--- config.mk ---
export PLATFORM = sky130hd
export DESIGN_NAME = ps2_key_ascii_flat
export DESIGN_NICKNAME = d
export VERILOG_FILES = /design/src/rtl/ps2_pkg.sv /design/src/rtl/ps2_key_ascii_if.sv /design/src/rtl/ps2_rx.sv /design/src/rtl/ps2_key_ascii.sv /design/src/flat_wrapper.sv
export SDC_FILE = /design/constraint.sdc
export NUM_CORES = 1
export LEC_CHECK = 0
export BUFFER_PORTS_ARGS = -buffer_cell sky130_fd_sc_hd__buf_2
export CAP_MARGIN = 20
export CORE_AREA = 3 3 57 111
export DETAILED_ROUTE_END_ITERATION = 12
export DIE_AREA = 0 0 60 114
export GPL_ROUTABILITY_DRIVEN = 0
export GPL_TIMING_DRIVEN = 1
export HOLD_SLACK_MARGIN = 0.08
export PLACE_DENSITY = 0.81
export SLEW_MARGIN = 20
export SYNTH_ARGS = -nofsm -noshare
export SYNTH_HDL_FRONTEND = slang
export SYNTH_SLANG_ARGS = --single-unit
--- constraint.sdc ---
create_clock -name clk -period 10.25 [get_ports clk]
set_clock_uncertainty 0.2 [all_clocks]
set_input_delay 0.5125 -clock clk [delete_from_list [all_inputs] [get_ports clk]]
set_output_delay 0.5125 -clock clk [all_outputs]
set_load 0.05 [all_outputs]
--- src/rtl/ps2_pkg.sv ---
// Shared definitions for the PS/2 keyboard-to-ASCII path: decoder states,
// scan-code prefixes, shift-key codes, control ASCII values and frame checks.
package ps2_pkg;

    typedef enum logic [1:0] {
        IDLE    = 2'd0,
        BRK     = 2'd1,
        EXT     = 2'd2,
        EXT_BRK = 2'd3
    } dec_state_t;

    // Scan-code prefixes (set 2)
    localparam logic [7:0] CODE_BREAK  = 8'hF0;
    localparam logic [7:0] CODE_EXT    = 8'hE0;

    // Shift keys and the one extended key we translate
    localparam logic [7:0] CODE_LSHIFT = 8'h12;
    localparam logic [7:0] CODE_RSHIFT = 8'h59;
    localparam logic [7:0] CODE_ENTER  = 8'h5A;

    // ASCII control values
    localparam logic [7:0] ENTER       = 8'h0A;
    localparam logic [7:0] BS          = 8'h08;
    localparam logic [7:0] SPACE       = 8'h20;
    localparam logic [7:0] ASCII_NUL   = 8'h00;

    // Start + 8 data + parity + stop
    localparam int FRAME_BITS = 11;

    // Odd parity holds when data bits plus parity bit contain an odd number of ones.
    function automatic logic odd_parity_ok(input logic [7:0] data, input logic parity);
        return (^data) ^ parity;
    endfunction

    // Either shift key (left or right).
    function automatic logic is_shift_code(input logic [7:0] code);
        return (code == CODE_LSHIFT) || (code == CODE_RSHIFT);
    endfunction

endpackage

--- src/rtl/ps2_key_ascii_if.sv ---
// Bundle of the PS/2 line inputs and the key stream toward display memory.
// The master side is the decoder; the slave side is keyboard/consumer.
interface ps2_key_ascii_if;

    logic       ps2_clk;
    logic       ps2_data;
    logic [7:0] key_out;
    logic       k_valid;
    logic       frame_err;
    logic       shift_active;

    modport master (
        input  ps2_clk,
        input  ps2_data,
        output key_out,
        output k_valid,
        output frame_err,
        output shift_active
    );

    modport slave (
        output ps2_clk,
        output ps2_data,
        input  key_out,
        input  k_valid,
        input  frame_err,
        input  shift_active
    );

endinterface

--- src/rtl/ps2_rx.sv ---
// PS/2 frame receiver: synchronises the raw lines, detects ps2_clk falling
// edges, assembles 11-bit frames, checks start/parity/stop and aborts frames
// that stall. Emits a one-cycle byte strobe the cycle after the stop-bit edge.
module ps2_rx
    import ps2_pkg::*;
#(
    parameter int TIMEOUT_CYCLES = 50000,
    parameter int SYNC_STAGES    = 2
) (
    input  logic       clk,
    input  logic       reset,
    input  logic       ps2_clk,
    input  logic       ps2_data,
    output logic [7:0] byte_out,
    output logic       byte_valid,
    output logic       frame_err
);

    localparam int TMO_W = $clog2(TIMEOUT_CYCLES + 1);
    localparam logic [TMO_W-1:0] TMO_LAST = TMO_W'(TIMEOUT_CYCLES - 1);
    localparam logic [3:0] LAST_BIT = 4'(FRAME_BITS - 1);

    logic [SYNC_STAGES-1:0] clk_sync_r;
    logic [SYNC_STAGES-1:0] data_sync_r;
    logic                   clk_prev_r;
    logic [3:0]             bit_cnt_r;
    logic [9:0]             shift_r;
    logic [TMO_W-1:0]       tmo_cnt_r;
    logic [7:0]             byte_r;
    logic                   byte_valid_r;
    logic                   frame_err_r;

    logic                   fall_s;
    logic                   data_s;
    logic [10:0]            frame_s;
    logic                   last_bit_s;
    logic                   frame_ok_s;
    logic                   tmo_hit_s;

    // Synchronise both PS/2 lines; everything resets to the idle-high level so no false edge appears.
    always_ff @(posedge clk) begin
        if (reset) begin
            clk_sync_r  <= '1;
            data_sync_r <= '1;
            clk_prev_r  <= 1'b1;
        end else begin
            clk_sync_r[0]  <= ps2_clk;
            data_sync_r[0] <= ps2_data;
            for (int i = 1; i < SYNC_STAGES; i++) begin
                clk_sync_r[i]  <= clk_sync_r[i-1];
                data_sync_r[i] <= data_sync_r[i-1];
            end
            clk_prev_r <= clk_sync_r[SYNC_STAGES-1];
        end
    end

    // Edge detect, frame assembly with the incoming bit, and validity checks.
    always_comb begin
        fall_s     = clk_prev_r & ~clk_sync_r[SYNC_STAGES-1];
        data_s     = data_sync_r[SYNC_STAGES-1];
        frame_s    = {data_s, shift_r};
        last_bit_s = (bit_cnt_r == LAST_BIT);
        frame_ok_s = (frame_s[0] == 1'b0) && (frame_s[10] == 1'b1)
                     && odd_parity_ok(frame_s[8:1], frame_s[9]);
        tmo_hit_s  = (bit_cnt_r != 4'd0) && (tmo_cnt_r == TMO_LAST);
    end

    // Bit counter, shift register, stall timeout and the registered byte/error strobes.
    always_ff @(posedge clk) begin
        if (reset) begin
            bit_cnt_r    <= 4'd0;
            shift_r      <= 10'd0;
            tmo_cnt_r    <= '0;
            byte_r       <= 8'h00;
            byte_valid_r <= 1'b0;
            frame_err_r  <= 1'b0;
        end else begin
            byte_valid_r <= 1'b0;
            frame_err_r  <= 1'b0;
            if (fall_s) begin
                tmo_cnt_r <= '0;
                if (last_bit_s) begin
                    bit_cnt_r <= 4'd0;
                    shift_r   <= 10'd0;
                    if (frame_ok_s) begin
                        byte_r       <= frame_s[8:1];
                        byte_valid_r <= 1'b1;
                    end else begin
                        frame_err_r <= 1'b1;
                    end
                end else begin
                    bit_cnt_r <= bit_cnt_r + 4'd1;
                    shift_r   <= frame_s[10:1];
                end
            end else if (tmo_hit_s) begin
                // Keyboard stopped mid-frame: drop what we have and resynchronise.
                bit_cnt_r   <= 4'd0;
                shift_r     <= 10'd0;
                tmo_cnt_r   <= '0;
                frame_err_r <= 1'b1;
            end else if (bit_cnt_r != 4'd0) begin
                tmo_cnt_r <= tmo_cnt_r + TMO_W'(1);
            end else begin
                tmo_cnt_r <= '0;
            end
        end
    end

    assign byte_out   = byte_r;
    assign byte_valid = byte_valid_r;
    assign frame_err  = frame_err_r;

endmodule

--- src/rtl/ps2_key_ascii.sv ---
// PS/2 set-2 scan code to ASCII converter. Tracks break/extended prefixes and
// shift state, translates make codes (US layout) and emits registered
// key_out/k_valid two cycles after the stop bit.
module ps2_key_ascii
    import ps2_pkg::*;
#(
    parameter int TIMEOUT_CYCLES = 50000,
    parameter int SYNC_STAGES    = 2
) (
    input  logic             clk,
    input  logic             reset,
    ps2_key_ascii_if.master  bus
);

    logic [7:0] rx_byte_s;
    logic       rx_valid_s;
    logic       rx_err_s;

    dec_state_t state_r;
    dec_state_t state_n;
    logic       shift_r;
    logic       shift_n;
    logic       emit_s;
    logic [7:0] emit_key_s;
    logic [8:0] xlat_s;

    logic [7:0] key_out_r;
    logic       k_valid_r;
    logic       frame_err_r;

    ps2_rx #(
        .TIMEOUT_CYCLES (TIMEOUT_CYCLES),
        .SYNC_STAGES    (SYNC_STAGES)
    ) u_rx (
        .clk        (clk),
        .reset      (reset),
        .ps2_clk    (bus.ps2_clk),
        .ps2_data   (bus.ps2_data),
        .byte_out   (rx_byte_s),
        .byte_valid (rx_valid_s),
        .frame_err  (rx_err_s)
    );

    // US-layout make-code translation; returns {mapped, ascii}.
    function automatic logic [8:0] translate(input logic [7:0] code, input logic shift);
        logic [7:0] base;
        logic [7:0] alt;
        logic       mapped;
        base   = 8'h00;
        alt    = 8'h00;
        mapped = 1'b1;
        case (code)
            // Letters: only the lowercase value is listed, uppercase derived below
            8'h1C: base = 8'h61;  8'h32: base = 8'h62;  8'h21: base = 8'h63;
            8'h23: base = 8'h64;  8'h24: base = 8'h65;  8'h2B: base = 8'h66;
            8'h34: base = 8'h67;  8'h33: base = 8'h68;  8'h43: base = 8'h69;
            8'h3B: base = 8'h6A;  8'h42: base = 8'h6B;  8'h4B: base = 8'h6C;
            8'h3A: base = 8'h6D;  8'h31: base = 8'h6E;  8'h44: base = 8'h6F;
            8'h4D: base = 8'h70;  8'h15: base = 8'h71;  8'h2D: base = 8'h72;
            8'h1B: base = 8'h73;  8'h2C: base = 8'h74;  8'h3C: base = 8'h75;
            8'h2A: base = 8'h76;  8'h1D: base = 8'h77;  8'h22: base = 8'h78;
            8'h35: base = 8'h79;  8'h1A: base = 8'h7A;
            // Digit row
            8'h16: begin base = 8'h31; alt = 8'h21; end
            8'h1E: begin base = 8'h32; alt = 8'h40; end
            8'h26: begin base = 8'h33; alt = 8'h23; end
            8'h25: begin base = 8'h34; alt = 8'h24; end
            8'h2E: begin base = 8'h35; alt = 8'h25; end
            8'h36: begin base = 8'h36; alt = 8'h5E; end
            8'h3D: begin base = 8'h37; alt = 8'h26; end
            8'h3E: begin base = 8'h38; alt = 8'h2A; end
            8'h46: begin base = 8'h39; alt = 8'h28; end
            8'h45: begin base = 8'h30; alt = 8'h29; end
            // Punctuation
            8'h4E: begin base = 8'h2D; alt = 8'h5F; end
            8'h55: begin base = 8'h3D; alt = 8'h2B; end
            8'h41: begin base = 8'h2C; alt = 8'h3C; end
            8'h49: begin base = 8'h2E; alt = 8'h3E; end
            8'h4A: begin base = 8'h2F; alt = 8'h3F; end
            // Shift-insensitive keys
            8'h29: begin base = SPACE; alt = SPACE; end
            CODE_ENTER: begin base = ENTER; alt = ENTER; end
            8'h66: begin base = BS;    alt = BS;    end
            default: mapped = 1'b0;
        endcase
        if ((base >= 8'h61) && (base <= 8'h7A)) begin
            alt = base - 8'h20;
        end else begin
            alt = alt;
        end
        return {mapped, (shift ? alt : base)};
    endfunction

    // Decoder next-state, shift tracking and emission decision for each received byte.
    always_comb begin
        state_n    = state_r;
        shift_n    = shift_r;
        emit_s     = 1'b0;
        emit_key_s = ASCII_NUL;
        xlat_s     = translate(rx_byte_s, shift_r);
        if (rx_err_s) begin
            // A corrupted byte may have been a prefix; forget any pending prefix but keep shift.
            state_n = IDLE;
        end else if (rx_valid_s) begin
            case (state_r)
                IDLE: begin
                    if (rx_byte_s == CODE_BREAK) begin
                        state_n = BRK;
                    end else if (rx_byte_s == CODE_EXT) begin
                        state_n = EXT;
                    end else if (is_shift_code(rx_byte_s)) begin
                        shift_n = 1'b1;
                    end else begin
                        emit_s     = xlat_s[8];
                        emit_key_s = xlat_s[7:0];
                    end
                end
                BRK: begin
                    state_n = IDLE;
                    if (is_shift_code(rx_byte_s)) begin
                        shift_n = 1'b0;
                    end else begin
                        shift_n = shift_r;
                    end
                end
                EXT: begin
                    if (rx_byte_s == CODE_BREAK) begin
                        state_n = EXT_BRK;
                    end else if (rx_byte_s == CODE_ENTER) begin
                        state_n    = IDLE;
                        emit_s     = 1'b1;
                        emit_key_s = ENTER;
                    end else begin
                        state_n = IDLE;
                    end
                end
                EXT_BRK: state_n = IDLE;
                default: state_n = IDLE;
            endcase
        end else begin
            state_n = state_r;
        end
    end

    // Decoder state and shift register.
    always_ff @(posedge clk) begin
        if (reset) begin
            state_r <= IDLE;
            shift_r <= 1'b0;
        end else begin
            state_r <= state_n;
            shift_r <= shift_n;
        end
    end

    // Registered outputs; key_out holds its last value between pulses.
    always_ff @(posedge clk) begin
        if (reset) begin
            key_out_r   <= ASCII_NUL;
            k_valid_r   <= 1'b0;
            frame_err_r <= 1'b0;
        end else begin
            k_valid_r   <= emit_s;
            frame_err_r <= rx_err_s;
            if (emit_s) begin
                key_out_r <= emit_key_s;
            end else begin
                key_out_r <= key_out_r;
            end
        end
    end

    assign bus.key_out      = key_out_r;
    assign bus.k_valid      = k_valid_r;
    assign bus.frame_err    = frame_err_r;
    assign bus.shift_active = shift_r;

endmodule
--- src/flat_wrapper.sv ---
// flat-port wrapper written by rule: the top's interface ports become plain ports
module ps2_key_ascii_flat import ps2_pkg::*;
#(
    parameter int TIMEOUT_CYCLES = 50000,
    parameter int SYNC_STAGES    = 2
)
  (clk, reset, bus_ps2_clk, bus_ps2_data, bus_key_out, bus_k_valid, bus_frame_err, bus_shift_active);
  ps2_key_ascii_if bus_i ();
  input  logic clk;
  input  logic reset;
  input wire logic [$bits(bus_i.ps2_clk)-1:0] bus_ps2_clk;
  input wire logic [$bits(bus_i.ps2_data)-1:0] bus_ps2_data;
  output wire logic [$bits(bus_i.key_out)-1:0] bus_key_out;
  output wire logic [$bits(bus_i.k_valid)-1:0] bus_k_valid;
  output wire logic [$bits(bus_i.frame_err)-1:0] bus_frame_err;
  output wire logic [$bits(bus_i.shift_active)-1:0] bus_shift_active;
  assign bus_i.ps2_clk = bus_ps2_clk;
  assign bus_i.ps2_data = bus_ps2_data;
  assign bus_key_out = bus_i.key_out;
  assign bus_k_valid = bus_i.k_valid;
  assign bus_frame_err = bus_i.frame_err;
  assign bus_shift_active = bus_i.shift_active;
  ps2_key_ascii #(.TIMEOUT_CYCLES(TIMEOUT_CYCLES), .SYNC_STAGES(SYNC_STAGES)) u_core (.clk(clk), .reset(reset), .bus(bus_i));
endmodule
==> metrics.cfg <==
[layout]
synthToLayoutAreaGrowth_pct = 6.213
post_route_cells_drive_above_1_share = 0.1247
antenna_cells = 0
final_nets = 438
fillcell_total = 437

[synthesis]
ys_warn_count = 0
number_of_cells_produced_by_synthesis = 429
synth_edf_count = 0
yosys_most_used_dff = sky130_fd_sc_hd__dfxtp_1
synth.ff_latch_count = 58
combined_area_of_all_synthesized_cells_sq_um = 3565
post_synth_main_area_contributors = sky130_fd_sc_hd__dfxtp_1, sky130_fd_sc_hd__nor2_1, sky130_fd_sc_hd__mux2i_1
synth.avg_cell_area_sq_um = 8.309
nets_in_the_synthesized_netlist = 439
postSynth.asyncResetShare = 0
netlist.top_cell.by_area = sky130_fd_sc_hd__dfxtp_1
yosys-top-cells-count = sky130_fd_sc_hd__dfxtp_1, sky130_fd_sc_hd__nor2_1, sky130_fd_sc_hd__nand2_1
post-synth-top-count-cell = sky130_fd_sc_hd__dfxtp_1
synth_seq_area_share = 0.3257
post_synth_num_cell_types = 74
synth_top_cell_area_share = 0.3257

[sta]
worst_slew_pin_slew_ns = 0.9331
unrepaired_setup_endpoints_after_global_routing = false
part_of_the_cycle_the_worst_path_needs = 0.4109
final.setup.worst_slack_ns = 6.038
timing_hold_violations_final = 0
setup-violations-final = 0
final.min_clock_period_ns = 4.212
max_slew_violation_count = 0
finalHoldWorstSlack_ns = 0.1616
max_freq_mhz = 237.4
setup_tns_ns = 0
max-slew-margin-rel = 0.3766

[worst_setup_path]
worst_ep_arrival_time_ns = 4.26
cp_max_fo = 26
reg_to_reg_endpoint = u_core.bus.key_out[6]$_SDFFE_PP0P_
critical_path_class = flip-flop to flip-flop
rr_worst_depth = 9
critical_path.startpoint = u_core.u_rx.byte_out[0]$_SDFFE_PP0P_
worstSetupStartpointType = flip-flop
setup.worst_path.end_class = flip-flop
worst_path_dominant_cell_family = simple AND/OR/NAND/NOR gates
worst-endpoint-required_ns = 10.30
cpMaxStageDelayCell = sky130_fd_sc_hd__dfxtp_1
critPathMostFrequentCell = sky130_fd_sc_hd__nand2_1
worstSetupEndpoint = u_core.bus.key_out[6]$_SDFFE_PP0P_
cp_num_buf_inv = 0
crit_path_max_incr_delay_ns = 0.86
reg2reg_from = u_core.u_rx.byte_out[0]$_SDFFE_PP0P_
crit_path_cell_trace = nor2b_1 > nand2_1 > o211ai_1 > or4_4 > or3_4 > o41a_1 > nand2_1 > mux2_2 > o32ai_1
worstSetupPathDepth = 9
setup.reg_to_reg.worst_slack_ns = 6.04

[placed_design]
dp_slack_ns = 5.979
place_hpwl_mm = 6.614
port_buffers = 14

[floorplan]
io-pin-count = 15
dieArea_sq_um = 6840
initial_core_utilization = 0.6463
die_x_microns = 60
placementRows = 38
fp.coreArea_sq_um = 5515
die-height_microns = 114

[global_routing]
grt_use_total = 0.3004
number_of_global_route_vias_before_repair = 3301
globalRouteOverflowTotal = 0
grt_max_degree = 33
grt_first_pass_wirelength_mm = 15.71
antenna_found_initial = 0

[pwr]
cellPowerDensity_nw_per_um2 = 114.8
power.ir.vdd_worst_v = 0.0001579
p_leak_nw = 1.386

[drt]
route.antenna.remaining_nets = 0
detailroute.via_count = 3326
vias_per_cell = 6.746
number_of_drc_violations_after_detailed_routing_iteration_0 = 397
drt-pass1-iter-count = 6
wl_mm = 9.339
wire_per_inst_microns = 18.94
drt_drc_violations_left = 0

[job]
maxCapViolations = 0

[clock_tree]
tritoncts = yes
clk_pin_slew_worst_paths_ns = 0.06
ctsHtreeMaxLevel = 3
cts-hold-fix-buffers = 0
cts.sinks = 58
cts_post_setup_buffers_inserted = 0
cts-root-to-sink-buffers = 2
cts-buffers-inserted = 9
cts_root_buf = sky130_fd_sc_hd__clkbuf_8
worst_skew_pair.late_latency_ns = 0.33
cts_resized = 0

[outcome]
status = finished, final reports clean

[hold_path]
hp-class = input pin to flip-flop

==> worst min-delay path by stage <==
stage | from | to | slack [ns] | cells after the start
2_1_floorplan | u_core.u_rx.clk_sync_r[0]$_SDFF_PP1_ | u_core.u_rx.clk_sync_r[1]$_SDFF_PP1_ | 0.19 | 1
3_3_place_gp | u_core.u_rx.clk_sync_r[0]$_SDFF_PP1_ | u_core.u_rx.clk_sync_r[1]$_SDFF_PP1_ | 0.20 | 1
3_5_place_dp | u_core.u_rx.clk_sync_r[0]$_SDFF_PP1_ | u_core.u_rx.clk_sync_r[1]$_SDFF_PP1_ | 0.20 | 1
4_1_cts | bus_ps2_clk | u_core.u_rx.clk_sync_r[0]$_SDFF_PP1_ | 0.15 | 2
5_1_grt | bus_ps2_data | u_core.u_rx.data_sync_r[0]$_SDFF_PP1_ | 0.16 | 2
6_report | bus_ps2_clk | u_core.u_rx.clk_sync_r[0]$_SDFF_PP1_ | 0.16 | 2
==> cell type report <==
type | count | area, sq um | share of cell area
clock buffers | 10 | 127.6 | 0.03371
clock inverters | 6 | 57.56 | 0.01520
inverters | 14 | 52.55 | 0.01388
multi-input cells | 327 | 2212 | 0.5843
flip-flops and latches | 58 | 1161 | 0.3067
well taps | 60 | 75.07 | 0.01983
repair buffers | 18 | 100.1 | 0.02644
==> layout by cell type, fill, tap and decap left out, drive strengths merged, types with 5 or more instances in the layout <==
cell type / instances
xor2: 11
ha: 6
or2: 7
nor2b: 10
nor2: 50
clkbuf: 10
a211oi: 6
nand3: 17
nor4bb: 5
dfxtp: 58
nor3b: 6
inv: 14
nor4b: 5
nor4: 7
nand4: 9
buf: 18
or4: 5
o21ai: 10
nand2b: 12
or3: 5
a21oi: 15
nor3: 13
nand2: 24
a22o: 11
mux2i: 13
xnor2: 13
==> per-stage QoR <==
| stage | cell area (sq um) | power [mW] | cells | util |
|---|---|---|---|---|
| 2_1_floorplan | 3565 | 0.2399 | 429 | - |
| 3_3_place_gp | 3595 | 0.2426 | 477 | 0.6518 |
| 3_5_place_dp | 3595 | 0.2429 | 477 | 0.6518 |
| 4_1_cts | 3780 | 0.4401 | 493 | 0.6853 |
| 5_1_grt | 3786 | 0.4471 | 493 | 0.6865 |
| 6_report | 3786 | 0.4347 | 493 | 0.6865 |
==> registers in the layout, summed over array words and instances (netlist names), 2 cells and up <==
signal	flops
u_core.u_rx.data_sync_r	2
u_core.u_rx.byte_out	8
u_core.u_rx.bit_cnt_r	4
u_core.u_rx.clk_sync_r	2
u_core.u_rx.shift_r	10
u_core.u_rx.tmo_cnt_r	16
u_core.state_r	2
u_core.bus.key_out	8
==> where the power goes <==
part	internal (mW)	total, mW	switching, mW	leakage, nW
sequential	0.227	0.228	0.00121	0.468
clock	0.110	0.197	0.0863	0.0958
combinational	0.00301	0.00979	0.00678	0.822
==> routing by layer <==
layer,up-vias,share of wire,global-route usage
met5,-,0,0
met4,0,0.056,0.1805
met3,48,0.037,0.05549
met2,127,0.54,0.5181
met1,1573,0.37,0.3231
li1,1578,-,-
==> kinds of logic after synthesis <==
kind of cell | synth area share
compound gates | 0.1846
xor+xnor | 0.05897
fa+ha+maj | 0.02106
buf+inv | 0.05546
flops | 0.3257
mux | 0.03966
simple gates | 0.3145
Note: power is estimated with default switching activity, not from simulation.
